## config.mk

```make
export PLATFORM = sky130hd
export DESIGN_NAME = flow_ctrl_buffer
export DESIGN_NICKNAME = d
export VERILOG_FILES = /design/src/rtl/flow_ctrl_buffer.sv
export SDC_FILE = /design/constraint.sdc
export NUM_CORES = 1
export LEC_CHECK = 0
export CORE_MARGIN = 3
export CORE_UTILIZATION = 45
export DETAILED_ROUTE_END_ITERATION = 12
export GPL_TIMING_DRIVEN = 0
export HOLD_SLACK_MARGIN = 0.06
export PLACE_DENSITY = 0.68
export SYNTH_ARGS = -nofsm -noshare
export SYNTH_HDL_FRONTEND = slang
export SYNTH_SLANG_ARGS = --single-unit
```

## constraint.sdc

```tcl
create_clock -name clk -period 3.5 [get_ports clk]
set_input_delay 0.525 -clock clk [delete_from_list [all_inputs] [get_ports clk]]
set_output_delay 0.525 -clock clk [all_outputs]
set_load 0.02 [all_outputs]
```

## src/rtl/flow_ctrl_buffer.sv

```systemverilog
// Ready/valid FIFO buffer with first-word fall-through output, occupancy count,
// almost-full flag and a synchronous flush. Handshake outputs come from registered state.
module flow_ctrl_buffer #(
  parameter int DATA_W       = 32,
  parameter int DEPTH        = 4,
  parameter int AFULL_THRESH = DEPTH-1
) (
  input  logic                       clk,
  input  logic                       rst_n,
  input  logic                       flush,
  input  logic                       valid_in,
  output logic                       ready_in,
  input  logic [DATA_W-1:0]          data_in,
  output logic                       valid_out,
  input  logic                       ready_out,
  output logic [DATA_W-1:0]          data_out,
  output logic [$clog2(DEPTH+1)-1:0] count,
  output logic                       almost_full
);

  localparam int PTR_W = $clog2(DEPTH);
  localparam int CNT_W = $clog2(DEPTH+1);
  localparam logic [CNT_W-1:0] DEPTH_C = CNT_W'(DEPTH);
  localparam logic [CNT_W-1:0] AFULL_C = CNT_W'(AFULL_THRESH);

  logic [DATA_W-1:0] mem_q [DEPTH];
  logic [PTR_W-1:0]  wr_ptr_q, wr_ptr_d;
  logic [PTR_W-1:0]  rd_ptr_q, rd_ptr_d;
  logic [CNT_W-1:0]  count_q, count_d;
  logic              push, pop;

  // Handshake flags depend only on count_q, so no input-to-output paths exist.
  assign ready_in    = (count_q < DEPTH_C);
  assign valid_out   = (count_q != '0);
  assign data_out    = mem_q[rd_ptr_q];
  assign count       = count_q;
  assign almost_full = (count_q >= AFULL_C);

  assign push = valid_in & ready_in;
  assign pop  = valid_out & ready_out;

  always_comb begin
    wr_ptr_d = wr_ptr_q;
    rd_ptr_d = rd_ptr_q;
    count_d  = count_q;
    if (flush) begin
      wr_ptr_d = '0;
      rd_ptr_d = '0;
      count_d  = '0;
    end else begin
      if (push) wr_ptr_d = wr_ptr_q + PTR_W'(1);
      if (pop)  rd_ptr_d = rd_ptr_q + PTR_W'(1);
      case ({push, pop})
        2'b10:   count_d = count_q + CNT_W'(1);
        2'b01:   count_d = count_q - CNT_W'(1);
        default: count_d = count_q;
      endcase
    end
  end

  always_ff @(posedge clk or negedge rst_n) begin
    if (!rst_n) begin
      wr_ptr_q <= '0;
      rd_ptr_q <= '0;
      count_q  <= '0;
    end else begin
      wr_ptr_q <= wr_ptr_d;
      rd_ptr_q <= rd_ptr_d;
      count_q  <= count_d;
    end
  end

  // Storage is deliberately left unreset; occupancy alone defines what is valid.
  always_ff @(posedge clk) begin
    if (push && !flush) mem_q[wr_ptr_q] <= data_in;
  end

endmodule

```

Word level (Yosys, flattened, before mapping) --
Memory sizes are Yosys's and may differ from the RTL's. Index checks and enable logic that the tools add are counted. Widths: inputs -> output; s select.
Storage, ports and cells: bits in registers 7, memory bits (writable) 128, bits of input ports 37, output and inout port bits 38, memories kept 1
Operators by class: add/sub/neg operators 4, magnitude comparators 2, equal/unequal tests 2, muxes and demuxes 8, bitwise operators 2, reduce and logical (&&, ||, !) cells 6
Memory list:
- mem_q | words 4, width 32, read ports 1, clocked after memory_dff 0, wr ports 1, RTL line 26 | logic [DATA_W-1:0] mem_q [DEPTH];
Operators by type and width (number):
- $mux 2 | 4
- $pmux 3 s2 | 1
- $reduce_bool 3->1 | 2
- $add 2x1->2 const B | 2
- $reduce_bool 2->1 | 2
- $add 3x1->3 const B | 1
- $ge 3x2->1 const B | 1
- $lt 3x3->1 const B | 1
- $mux 3 | 1
- $sub 3x1->3 const B | 1
- $and 1x1->1 | 2
- $eq 2x1->1 const B | 1
- $eq 2x2->1 const B | 1
- $mux 1 | 2
- $logic_and 1x1->1 | 1
- $logic_not 1->1 | 1

Depth between registers and ports, before layout --
Gate-level depths: netlist (run 1).
word-level depth 5, depth in mapped cells 8

Worst setup path after synthesis (run 1) --
OpenSTA, ideal clock, no wires.
path kind input port to flip-flop, from in valid_in, to mem mem_q[0][0] (enable), arrival time 1806 ps, slack 1302 ps, cell stages on the path 4, buffers on the path 1, path through nor2b_1 > buf_6 > nor2b_1 > and2_1
On the way: word-level cells in the longest chain between the ends 4
Ends and longest elaborated chain:
- from (decl) | RTL line 11 | input logic valid_in,
- $and 1x1->1 | RTL line 39 | assign push = valid_in & ready_in;
- $logic_and 1x1->1 | RTL line 75 | if (push && !flush) mem_q[wr_ptr_q] <= data_in;
- $mux 1 | RTL line 75
- $mux 1 (implied by the code) | RTL line 75
- to (decl) | RTL line 26
Every way passes these cells.

Worst setup path in the final report (run 1) --
from reg rd_ptr_q[0], to out data_out[21]
On the way: word-level cells in the longest chain between the ends 1
Ends and longest elaborated chain:
- from (decl) | RTL line 28 | logic [PTR_W-1:0] rd_ptr_q, rd_ptr_d;
- from (signal assigned) | RTL line 68 | rd_ptr_q <= rd_ptr_d;
- $mem_v2 4x32
- to (decl) | RTL line 16 | output logic [DATA_W-1:0] data_out,
Every way passes these cells.

==> impl_summary.txt, run 1 <==
----------------------------------------------------
[CTS]
  Clock tree from TritonCTS ... yes
  Worst-Skew Late Latency ... approximately 0.40 ns
  Clock-pin slew on the worst setup and hold paths ... approximately 0.050 ns
  Number of resized instances in the post-cts repair step ... 0
  Number of CTS-inserted buffers ... 17
  CTS sink cnt ... about 140
  H-tree depth ... 4
  Number of buffers inserted by post-CTS setup repair ... 0
  Hold-fix buffers, CTS ... 0
  Clk buf depth ... 2
  Root buffer cell ... sky130_fd_sc_hd__clkbuf_16

[Floorplanning]
  Area of the placeable core ... ~0.011 mm2
  Total Die Area ... 0.01270 mm2
  Number of placement rows ... 38
  Num ports ... 75
  Height of the die ... approximately 110 um
  Initial core utilization ... ~47%
  Horizontal die dimension ... about 110 um

[Timing]
  RSZ-0062 raised after global routing ... no
  Max frequency ... roughly 360 MHz
  Fin Setup TNS ... 0 ns
  Pin slew with the least headroom to its limit ... approximately 0.88 ns
  Headroom to the max-slew limit ... 41.25%
  Hold violation total from the final report ... 0
  Final period demand of the worst path ... 2.807 ns
  Final worst path period share ... approximately four fifths
  Clock skew ... between 0.006 and 0.007 ns
  Number of max-slew violations in the final report ... 0
  Final setup vio count ... 0

[Final layout]
  Layout Utilization ... between 60% and 70%
  Signed area change from the synthesized netlist to the final layout ... 29.28%
  Commonest cells after routing, fill and taps aside ... sky130_fd_sc_hd__edfxtp_1, sky130_fd_sc_hd__clkdlybuf4s50_1, sky130_fd_sc_hd__mux4_2
  Commonest non-fill, non-tap cell in the layout ... sky130_fd_sc_hd__edfxtp_1
  Final-stage net count ... roughly 360
  Fraction of layout cells with a size suffix above 1 ... between 20% and 30%
  Layout filler cell count ... 809
  Antenna diode instance count ... 0
  Post-route design area ... between 0.006 and 0.007 mm2
  Non-filler cells, final ... roughly 470

[Power and ir drop]
  Clock share of power ... 41.5%
  Pwr dens ... slightly above 600 mW/mm2
  Worst ir drop on vdd ... 0.3089 mV
  Net Sw Frac ... a little over a fifth
  Design internal power ... 0.003219 W
  Share of power burned in combinational logic ... around an eighth
  Pleak ... approximately 2.2 nW
  Fraction of power consumed by sequential logic ... between 40% and 50%
  Power dissipated by switching net loads ... a little under 0.0009 W

[Worst setup path]
  Buffers and inverters on the worst path ... 3
  Startpoint of the worst-slack reg-to-reg timing path ... count[2]
  Longest individual stage delay on the worst path ... ~0.55 ns
  Required @ worst endpoint ... 2.97 ns
  CP Class ... flop to output pin
  Critical path's top delay family ... buffers and inverters
  Cell type of the slowest stage on the worst timing path ... sky130_fd_sc_hd__clkdlybuf4s50_1
  Arrival time worst endpoint ... around 2.3 ns
  Cell breakdown of the critical path ... buf_2 -> buf_6 -> mux4_2 -> clkdlybuf4s50_1
  Capture point of the worst path ... data_out[21]
  WP depth ... 4
  Setup slack of the worst register-to-register path ... ~1.3 ns
  Capture instance of the worst register-to-register path ... mem_q[0][3]
  Nature of the critical path endpoint ... output pin
  Largest driver fanout on the critical path ... 10
  Worst R2R Path Depth ... 4
  Critical Path Source Type ... flop
  Crit path from ... rd_ptr_q[0]

[Route]
  Violation count after the first detailed-route iteration ... about 110
  Detailed-route vias per instance ... ~5.2
  DRC violations left ... 0
  Total iterations of the first detailed-routing run ... 4
  Total number of vias ... around 2.5k
  Post-route antenna net violation count ... 0
  Post-detailed-route wirelength per cell ... approximately 19 um
  Wirelength, routed ... just under 9000 um

[GRT]
  Grt total ovfl ... 0
  Global-route usage over all layers ... 15.14%
  Global-route wire length before repair ... 14140 um
  Vias in the first global route ... 2693
  Pin count of the biggest net entering global routing ... 33
  Initial antenna violation count ... 0

[Synth]
  Sequential cell area fraction in the yosys report ... approximately four fifths
  Warnings, synthesis ... 0
  Cells after Synth ... roughly 230
  Number of nets in the synthesized netlist ... between 200 and 300
  Synth Register Bits ... 135
  Netlist Area Pre-Place ... 0.005124 mm2
  Number of distinct standard cells referenced by the synthesized netlist ... 24
  Fraction of post-synthesis cell area in the top cell type by area ... between 70% and 80%
  Synth area leader ... sky130_fd_sc_hd__edfxtp_1
  Leading post-synthesis cells by cell area ... sky130_fd_sc_hd__edfxtp_1, sky130_fd_sc_hd__mux4_2, sky130_fd_sc_hd__dfrtp_1, sky130_fd_sc_hd__ha_1, sky130_fd_sc_hd__buf_6
  Avg Inst Size Synth ... approximately 23 um2

[Place]
  RD Place Congestion ... 0.7091
  Placed insts ... between 400 and 500
  Number of buffer cells added on primary ports ... between 70 and 80
  DP Wirelength ... 5339 um
  Total placed instance area ... a little over 0.006 mm2

[Min path]
  Tightest Hold Check Type ... input pin to asynchronous set/reset pin

[Run]
  Number of maximum-capacitance constraint violations ... 0

[Status]
  Result of the run ... complete, no violations

----------------------------------------------------
## logic make-up after synthesis
logic type | Yosys count | share of synthesized area (%)
buffers and inverters | 14 | 1.734
DFF | 135 | 78.44
AOI/OAI and AO/OA | 11 | 1.270
xor gates and xnor gates | 4 | 0.6839
muxes | 32 | 14.07
adders and majority gates | 5 | 1.368
and+or+nand+nor | 26 | 2.442
## power groups by stage
stage / combinational, W / sequential [W] / clock (W)
CTS: 0.000554 / 0.00185 / 0.00174
detailed placement: 0.000552 / 0.00189 / 0
finish: 0.000541 / 0.00185 / 0.00170
global route: 0.000584 / 0.00186 / 0.00181
floorplan: 0.000309 / 0.00189 / 0
global placement: 0.000542 / 0.00189 / 0
## flip-flops by register name, summed over array words and instances, names as in the netlist
| register | flops |
|---|---|
| wr_ptr_q | 2 |
| count | 3 |
| rd_ptr_q | 2 |
| mem_q | 128 |
## worst reg2reg max path: cells and delay by family (launching register included)
family | cells | cell delay [ns]
flops | 1 | 0.44
simple gates | 3 | 1.17
buf+inv | 1 | 0.16
## worst min-delay path by stage
stage,slack [ns],startpoint,cells after the start,end
floorplan,0.23,rst_n,0,count[0]
global placement,0.59,wr_ptr_q[0],2,wr_ptr_q[0]
detailed placement,0.61,wr_ptr_q[0],2,wr_ptr_q[0]
CTS,0.38,rst_n,1,count[2]
global route,0.39,rst_n,1,count[2]
finish,0.39,rst_n,1,count[2]
## metrics by stage
step | setup slack (ns) | power [W] | hold slack [ns]
2_1_floorplan | 1.302 | 0.002195 | 0.2294
3_3_place_gp | 0.03844 | 0.002428 | 0.5924
3_5_place_dp | 0.6352 | 0.002439 | 0.6134
4_1_cts | 0.6148 | 0.004147 | 0.3784
5_1_grt | 0.5170 | 0.004255 | 0.3876
6_report | 0.6931 | 0.004096 | 0.3914
## Yosys cell counts, drive strengths merged
library cell	count
inv	3
and2	5
buf	9
xnor2	2
clkbuf	2
nor4	1
a21oi	5
nor2b	2
nor2	9
nand2	5
nand3	2
mux4	32
dfrtp	7
a2111o	1
fa	1
xor2	2
ha	4
o21ai	4
a221oi	1
nand2b	1
edfxtp	128
or3	1
## layer usage
metal | share of wire (%) | GRT usage (%) | vias to the layer above
met4 | 1.5 | 6.571 | 0
met5 | 0 | 0 | -
met3 | 5.5 | 5.508 | 12
met1 | 43 | 19.10 | 1264
met2 | 50 | 23.82 | 76
li1 | - | - | 1121
## layout make-up
class / count / area, um2 / share of cell area (%)
plain buffers: 11 / 77.57 / 1.171
clock buffers: 21 / 440.4 / 6.649
clock inverters: 11 / 131.4 / 1.983
inverters: 3 / 11.26 / 0.1700
multi-input cells: 78 / 1021 / 15.41
flip-flops and latches: 135 / 4019 / 60.67
well taps: 140 / 175.2 / 2.645
repair buffers: 73 / 748.2 / 11.30
Power figures use the tool's default switching activity.
==> run 2: changes to the inputs <==
==> constraint.sdc (replaced) <==
create_clock -name clk -period 2.9 [get_ports clk]
set_input_delay 0.435 -clock clk [delete_from_list [all_inputs] [get_ports clk]]
set_output_delay 0.435 -clock clk [all_outputs]
set_load 0.02 [all_outputs]
==> results of run 2 <==
The final DEF is identical to that of run 1. Status: complete, no violations.
Among the figures that moved: setup slack after placement 0.6352 ns -> 0.1252 ns; setup slack after layout 0.6931 ns -> 0.1831 ns; hold slack 0.3914 ns -> 0.3014 ns; register-to-register setup slack 1.34 ns -> 0.74 ns; total power 0.004096 W -> 0.004944 W; worst IR drop on VDD 0.3089 mV -> 0.3728 mV
